<file path="src/rtl/alu_pkg.sv">
// alu_pkg: shared ALU op codes, arbiter FSM states and default operand width.
package alu_pkg;
  localparam int XLEN_DEFAULT = 32;
  localparam logic [3:0] OP_ADD  = 4'b0000;
  localparam logic [3:0] OP_SLL  = 4'b0001;
  localparam logic [3:0] OP_SLT  = 4'b0010;
  localparam logic [3:0] OP_SLTU = 4'b0011;
  localparam logic [3:0] OP_XOR  = 4'b0100;
  localparam logic [3:0] OP_SRL  = 4'b0101;
  localparam logic [3:0] OP_SRA  = 4'b0110;
  localparam logic [3:0] OP_OR   = 4'b0111;
  localparam logic [3:0] OP_AND  = 4'b1000;
  localparam logic [3:0] OP_SUB  = 4'b1001;
  typedef enum logic [1:0] {IDLE, EXEC, RESP} state_t;
endpackage

</file>
<file path="src/rtl/arb2_grant.sv">
// arb2_grant: two-way one-hot grant; on contention the requester not named by ptr (last granted) wins.
module arb2_grant (
  input  logic       valid0,
  input  logic       valid1,
  input  logic       ptr,
  output logic [1:0] gnt
);
  assign gnt[0] = valid0 & (~valid1 | ptr);
  assign gnt[1] = valid1 & (~valid0 | ~ptr);
endmodule

</file>
<file path="src/rtl/alu_arbiter.sv">
// alu_arbiter: shares one combinational ALU between two requesters (IDLE -> EXEC -> RESP).
// Define ALU_ARB_ROUND_ROBIN_EN for round-robin arbitration; default gives requester 0 fixed priority.
module alu_arbiter
  import alu_pkg::*;
#(
  parameter int XLEN = XLEN_DEFAULT
) (
  input  logic            clk,
  input  logic            rst,
  input  logic            req0_valid,
  input  logic            req1_valid,
  output logic            req0_ready,
  output logic            req1_ready,
  input  logic [3:0]      req0_op,
  input  logic [3:0]      req1_op,
  input  logic [XLEN-1:0] req0_a,
  input  logic [XLEN-1:0] req0_b,
  input  logic [XLEN-1:0] req1_a,
  input  logic [XLEN-1:0] req1_b,
  output logic            resp0_valid,
  output logic            resp1_valid,
  input  logic            resp0_ready,
  input  logic            resp1_ready,
  output logic [XLEN-1:0] resp_data,
  output logic [3:0]      alu_op,
  output logic [XLEN-1:0] alu_a,
  output logic [XLEN-1:0] alu_b,
  input  logic [XLEN-1:0] alu_result,
  output logic            busy
);
  state_t          state;
  logic            gnt_id;
  logic [3:0]      op_q;
  logic [XLEN-1:0] a_q;
  logic [XLEN-1:0] b_q;
  logic            ptr;
  logic [1:0]      gnt;
  logic            hs0;
  logic            hs1;

  arb2_grant u_grant (
    .valid0(req0_valid),
    .valid1(req1_valid),
    .ptr   (ptr),
    .gnt   (gnt)
  );

  // rst gating keeps ready low while reset is held, not just after it lands
  assign req0_ready  = ~rst & (state == IDLE) & gnt[0];
  assign req1_ready  = ~rst & (state == IDLE) & gnt[1];
  assign hs0         = req0_valid & req0_ready;
  assign hs1         = req1_valid & req1_ready;
  assign resp0_valid = (state == RESP) & ~gnt_id;
  assign resp1_valid = (state == RESP) & gnt_id;
  assign busy        = state != IDLE;
  assign alu_op      = (state == EXEC) ? op_q : 4'd0;
  assign alu_a       = (state == EXEC) ? a_q : '0;
  assign alu_b       = (state == EXEC) ? b_q : '0;

`ifdef ALU_ARB_ROUND_ROBIN_EN
  always_ff @(posedge clk or posedge rst)
    if (rst) ptr <= 1'b0;
    else if (hs0 | hs1) ptr <= hs1;
`else
  assign ptr = 1'b1;
`endif

  always_ff @(posedge clk or posedge rst)
    if (rst) begin
      state     <= IDLE;
      gnt_id    <= 1'b0;
      op_q      <= 4'd0;
      a_q       <= '0;
      b_q       <= '0;
      resp_data <= '0;
    end else begin
      case (state)
        IDLE: if (hs0 | hs1) begin
          state  <= EXEC;
          gnt_id <= hs1;
          op_q   <= hs1 ? req1_op : req0_op;
          a_q    <= hs1 ? req1_a : req0_a;
          b_q    <= hs1 ? req1_b : req0_b;
        end
        EXEC: begin
          resp_data <= alu_result;
          state     <= RESP;
        end
        RESP: if (gnt_id ? resp1_ready : resp0_ready) state <= IDLE;
        default: state <= IDLE;
      endcase
    end
endmodule

</file>
<file path="config.mk">
export PLATFORM = sky130hd
export DESIGN_NAME = alu_arbiter
export DESIGN_NICKNAME = d
export VERILOG_FILES = /design/src/rtl/alu_pkg.sv /design/src/rtl/arb2_grant.sv /design/src/rtl/alu_arbiter.sv
export SDC_FILE = /design/constraint.sdc
export NUM_CORES = 1
export LEC_CHECK = 0
export ABC_AREA = 1
export CORE_UTILIZATION = 42
export CTS_BUF_LIST = sky130_fd_sc_hd__clkbuf_4 sky130_fd_sc_hd__clkbuf_8
export DETAILED_ROUTE_END_ITERATION = 10
export GPL_ROUTABILITY_DRIVEN = 0
export HOLD_SLACK_MARGIN = 0.02
export PLACE_DENSITY_LB_ADDON = 0.1
export SYNTH_ARGS = -nofsm -noshare
export SYNTH_HDL_FRONTEND = slang
export SYNTH_HIERARCHICAL = 1
export SYNTH_SLANG_ARGS = --single-unit
</file>
<file path="constraint.sdc">
create_clock -name clk -period 3.6 [get_ports clk]
set_input_delay 0.36 -clock clk [delete_from_list [all_inputs] [get_ports clk]]
set_output_delay 0.36 -clock clk [all_outputs]
set_load 0.02 [all_outputs]
</file>
==> impl_metrics.toml <==
[sta]
slew_viol_final = 0
fin_crit_ns = 2.63
finalSetupViolCount = 0
fin_crit_sh = 0.730
fmaxAchievable_mhz = 381
maxSlewHeadroom = 0.437
rsz0062_at_grt = "false"
fin_tns_setup_ns = 0
tightestPinTransition_ns = 0.844
hold_viol = 0
clock_skew_ns = 0.0103

[worst_setup_path]
cp_num_buf_inv = 2
max_stage_delay_ns = 0.68
crit_arrival_ns = 2.27
slowest_stage = "or2_4"
worst_setup_path_start_kind = "flip-flop"
crit_chain = "inv_1 > or2_4 > nor2_1 > clkdlybuf4s50_1"
end_kind = "output port"
cpLargestDelayFamily = "simple AND/OR/NAND/NOR gates"
worstPathMaxFanout = 72
crit_required_ns = 3.24
path_class = "reg -> out"

[power]
p_total_uw = 4530
leakagePower_uw = 0.00482
p_per_area_nw_per_um2 = 516
vdd_drop_max_uv = 373

[die]
die_area_sq_um = 14100
die_h_microns = 119
rows = 42
die_x_microns = 119
initial_core_util = 0.432
num_io_pins = 279
coreArea_sq_um = 13300

[min_path]
hold_path_class = "in -> async"

[drt]
drc = 0
vias_per_cell = 4.39
drt-pass1-iter-count = 4
drtIter0Drc = 284
drtAntennaViolNets = 0
vias = 5788
wire_per_inst_microns = 12.4
wirelength_microns = 16400

[cts]
clock_sinks = 103
ctsHoldBuffers = 0
clk_transition_reported_paths_ns = 0.09
cts_tree = "done"
clk_latency_ns = 0.38
cts_resized = 0
clk_path_buf_depth = 2
h-tree-depth = 3
numCtsBuffers = 9
root_buffer = "clkbuf_8"
postCtsSetupBuffers = 0

[synth]
synthAdderAreaFrac = 0
synth.ff_latch_count = 103
avgSynthCellArea_sq_um = 6.51
netlist_instances = 882
synth_mux_area_frac = 0
synth_simple_gate_area_frac = 0.317
ys_types = 22
ys.warnings.count = 6
synth_area_sq_um = 5740
yosysSeqAreaShare = 0.449
synth-compound-area-share = 0.0331
synth_top_family_by_area = "simple AND/OR/NAND/NOR gates"
synth_xor_area_frac = 0

[global_route]
antenna_found_initial = 0
grt_pass1_vias = 5407
grt-busiest-layer = "met2"
grt_max_degree = 73
grt_use_met2 = 0.404
overflow = 0
grt_pass1_wl_microns = 26700
grt_use_total = 0.240
gr-usage-met1 = 0.293
use_met3 = 0.0627

[final_layout]
area_delta_synth_final_pct = 52.9
nets = 1311
design_area_sq_um = 8770
diodes = 0
drive_above_1_share = 0.0289

[status]
status = "finished, final reports clean"

[place]
io_buffers = 278
place_area_sq_um = 8600
dp.final_hpwl_microns = 11400

[job]
max_cap_viol_count = 0
[Yosys cell counts, drive strengths merged]
| master | count | area share |
|---|---|---|
| dfrtp | 103 | 0.45 |
| nand2 | 309 | 0.20 |
| a21oi | 1 | 0.0015 |
| clkbuf | 14 | 0.0092 |
| conb | 1 | 0.00065 |
| or2 | 1 | 0.0011 |
| nor2 | 72 | 0.049 |
| nand4 | 2 | 0.0033 |
| o21ai | 34 | 0.030 |
| inv | 245 | 0.16 |
| and3 | 1 | 0.0011 |
| buf | 29 | 0.031 |
| a21boi | 1 | 0.0020 |
| nand3 | 69 | 0.060 |
[worst register-to-register path, stage by stage (launching register included)]
cell and delay [ns]:
dfrtp_1 0.42, nor2_4 0.20, nand3_1 0.17, nor2_4 0.10, buf_4 0.60, nand2_1 0.13, nand3_1 0.12, nand2_1 0.07
[cells in the final DEF, fill, tap and decap left out, types with 2 or more instances in the layout]
cell / synthesis / layout
buf_4: 3 / 8
clkbuf_8: 0 / 9
clkdlybuf4s50_1: 0 / 278
clkinv_4: 0 / 2
clkinvlp_4: 0 / 3
conb_1: 1 / 2
dfrtp_1: 103 / 103
inv_1: 244 / 243
nand2_1: 308 / 308
nand3_1: 69 / 69
nor2_1: 70 / 70
nor2_4: 1 / 2
o21ai_0: 33 / 33
[area by class of cell]
class                           instances  area [sq um]
Clock buffer                           10           131
Fill cell                            1209          4520
Sequential cell                       103          2580
Multi-Input combinational cell        492          2030
Timing Repair Buffer                  286          2840
Clock inverter                          6          46.3
Inverter                              245           923
Tap cell                              176           220
[cell families after synthesis]
group           Yosys count
simple gates            454
buf+inv                 288
flops                   103
compound gates           36
other cells               1
[stage by stage]
stage / instances / worst slack (ns) / hold slack [ns] / util
floorplan: 883 / 0.513 / 0.449 / -
global placement: 1302 / 1.08 / 0.463 / 0.647
detailed placement: 1302 / 1.04 / 0.465 / 0.647
CTS: 1318 / 0.902 / 0.200 / 0.660
global route: 1318 / 0.774 / 0.243 / 0.660
finish: 1318 / 0.973 / 0.229 / 0.660
[final timing paths]
| path | from | end | slack, ns | cells past startpoint |
|---|---|---|---|---|
| max | state[0]$_DFFE_PP0P_ | alu_a[26] | 0.97 | 4 |
| min | rst | a_q[26]$_DFFE_PP0P_ | 0.23 | 2 |
| max reg2reg | state[0]$_DFFE_PP0P_ | a_q[30]$_DFFE_PP0P_ | 1.69 | 7 |
| min reg2reg | a_q[1]$_DFFE_PP0P_ | a_q[1]$_DFFE_PP0P_ | 0.49 | 2 |
| max in group asynchronous | rst | a_q[13]$_DFFE_PP0P_ | 1.82 | 4 |
| min in group clk | a_q[1]$_DFFE_PP0P_ | a_q[1]$_DFFE_PP0P_ | 0.49 | 2 |
[power breakdown]
part	internal, uW	switching, uW
logic	908	1020
registers	1650	272
clock network	263	415
[flip-flops by register name, summed over array words and instances (netlist names)]
name       cells
op_q           4
state          2
a_q           32
gnt_id         1
b_q           32
resp_data     32
[per-layer routing]
layer	vias to the layer above	share of wire
met2	201	0.47
li1	2987	-
met3	28	0.077
met4	0	0.026
met1	2572	0.42
met5	-	0
(Power assumes the default switching activity.)
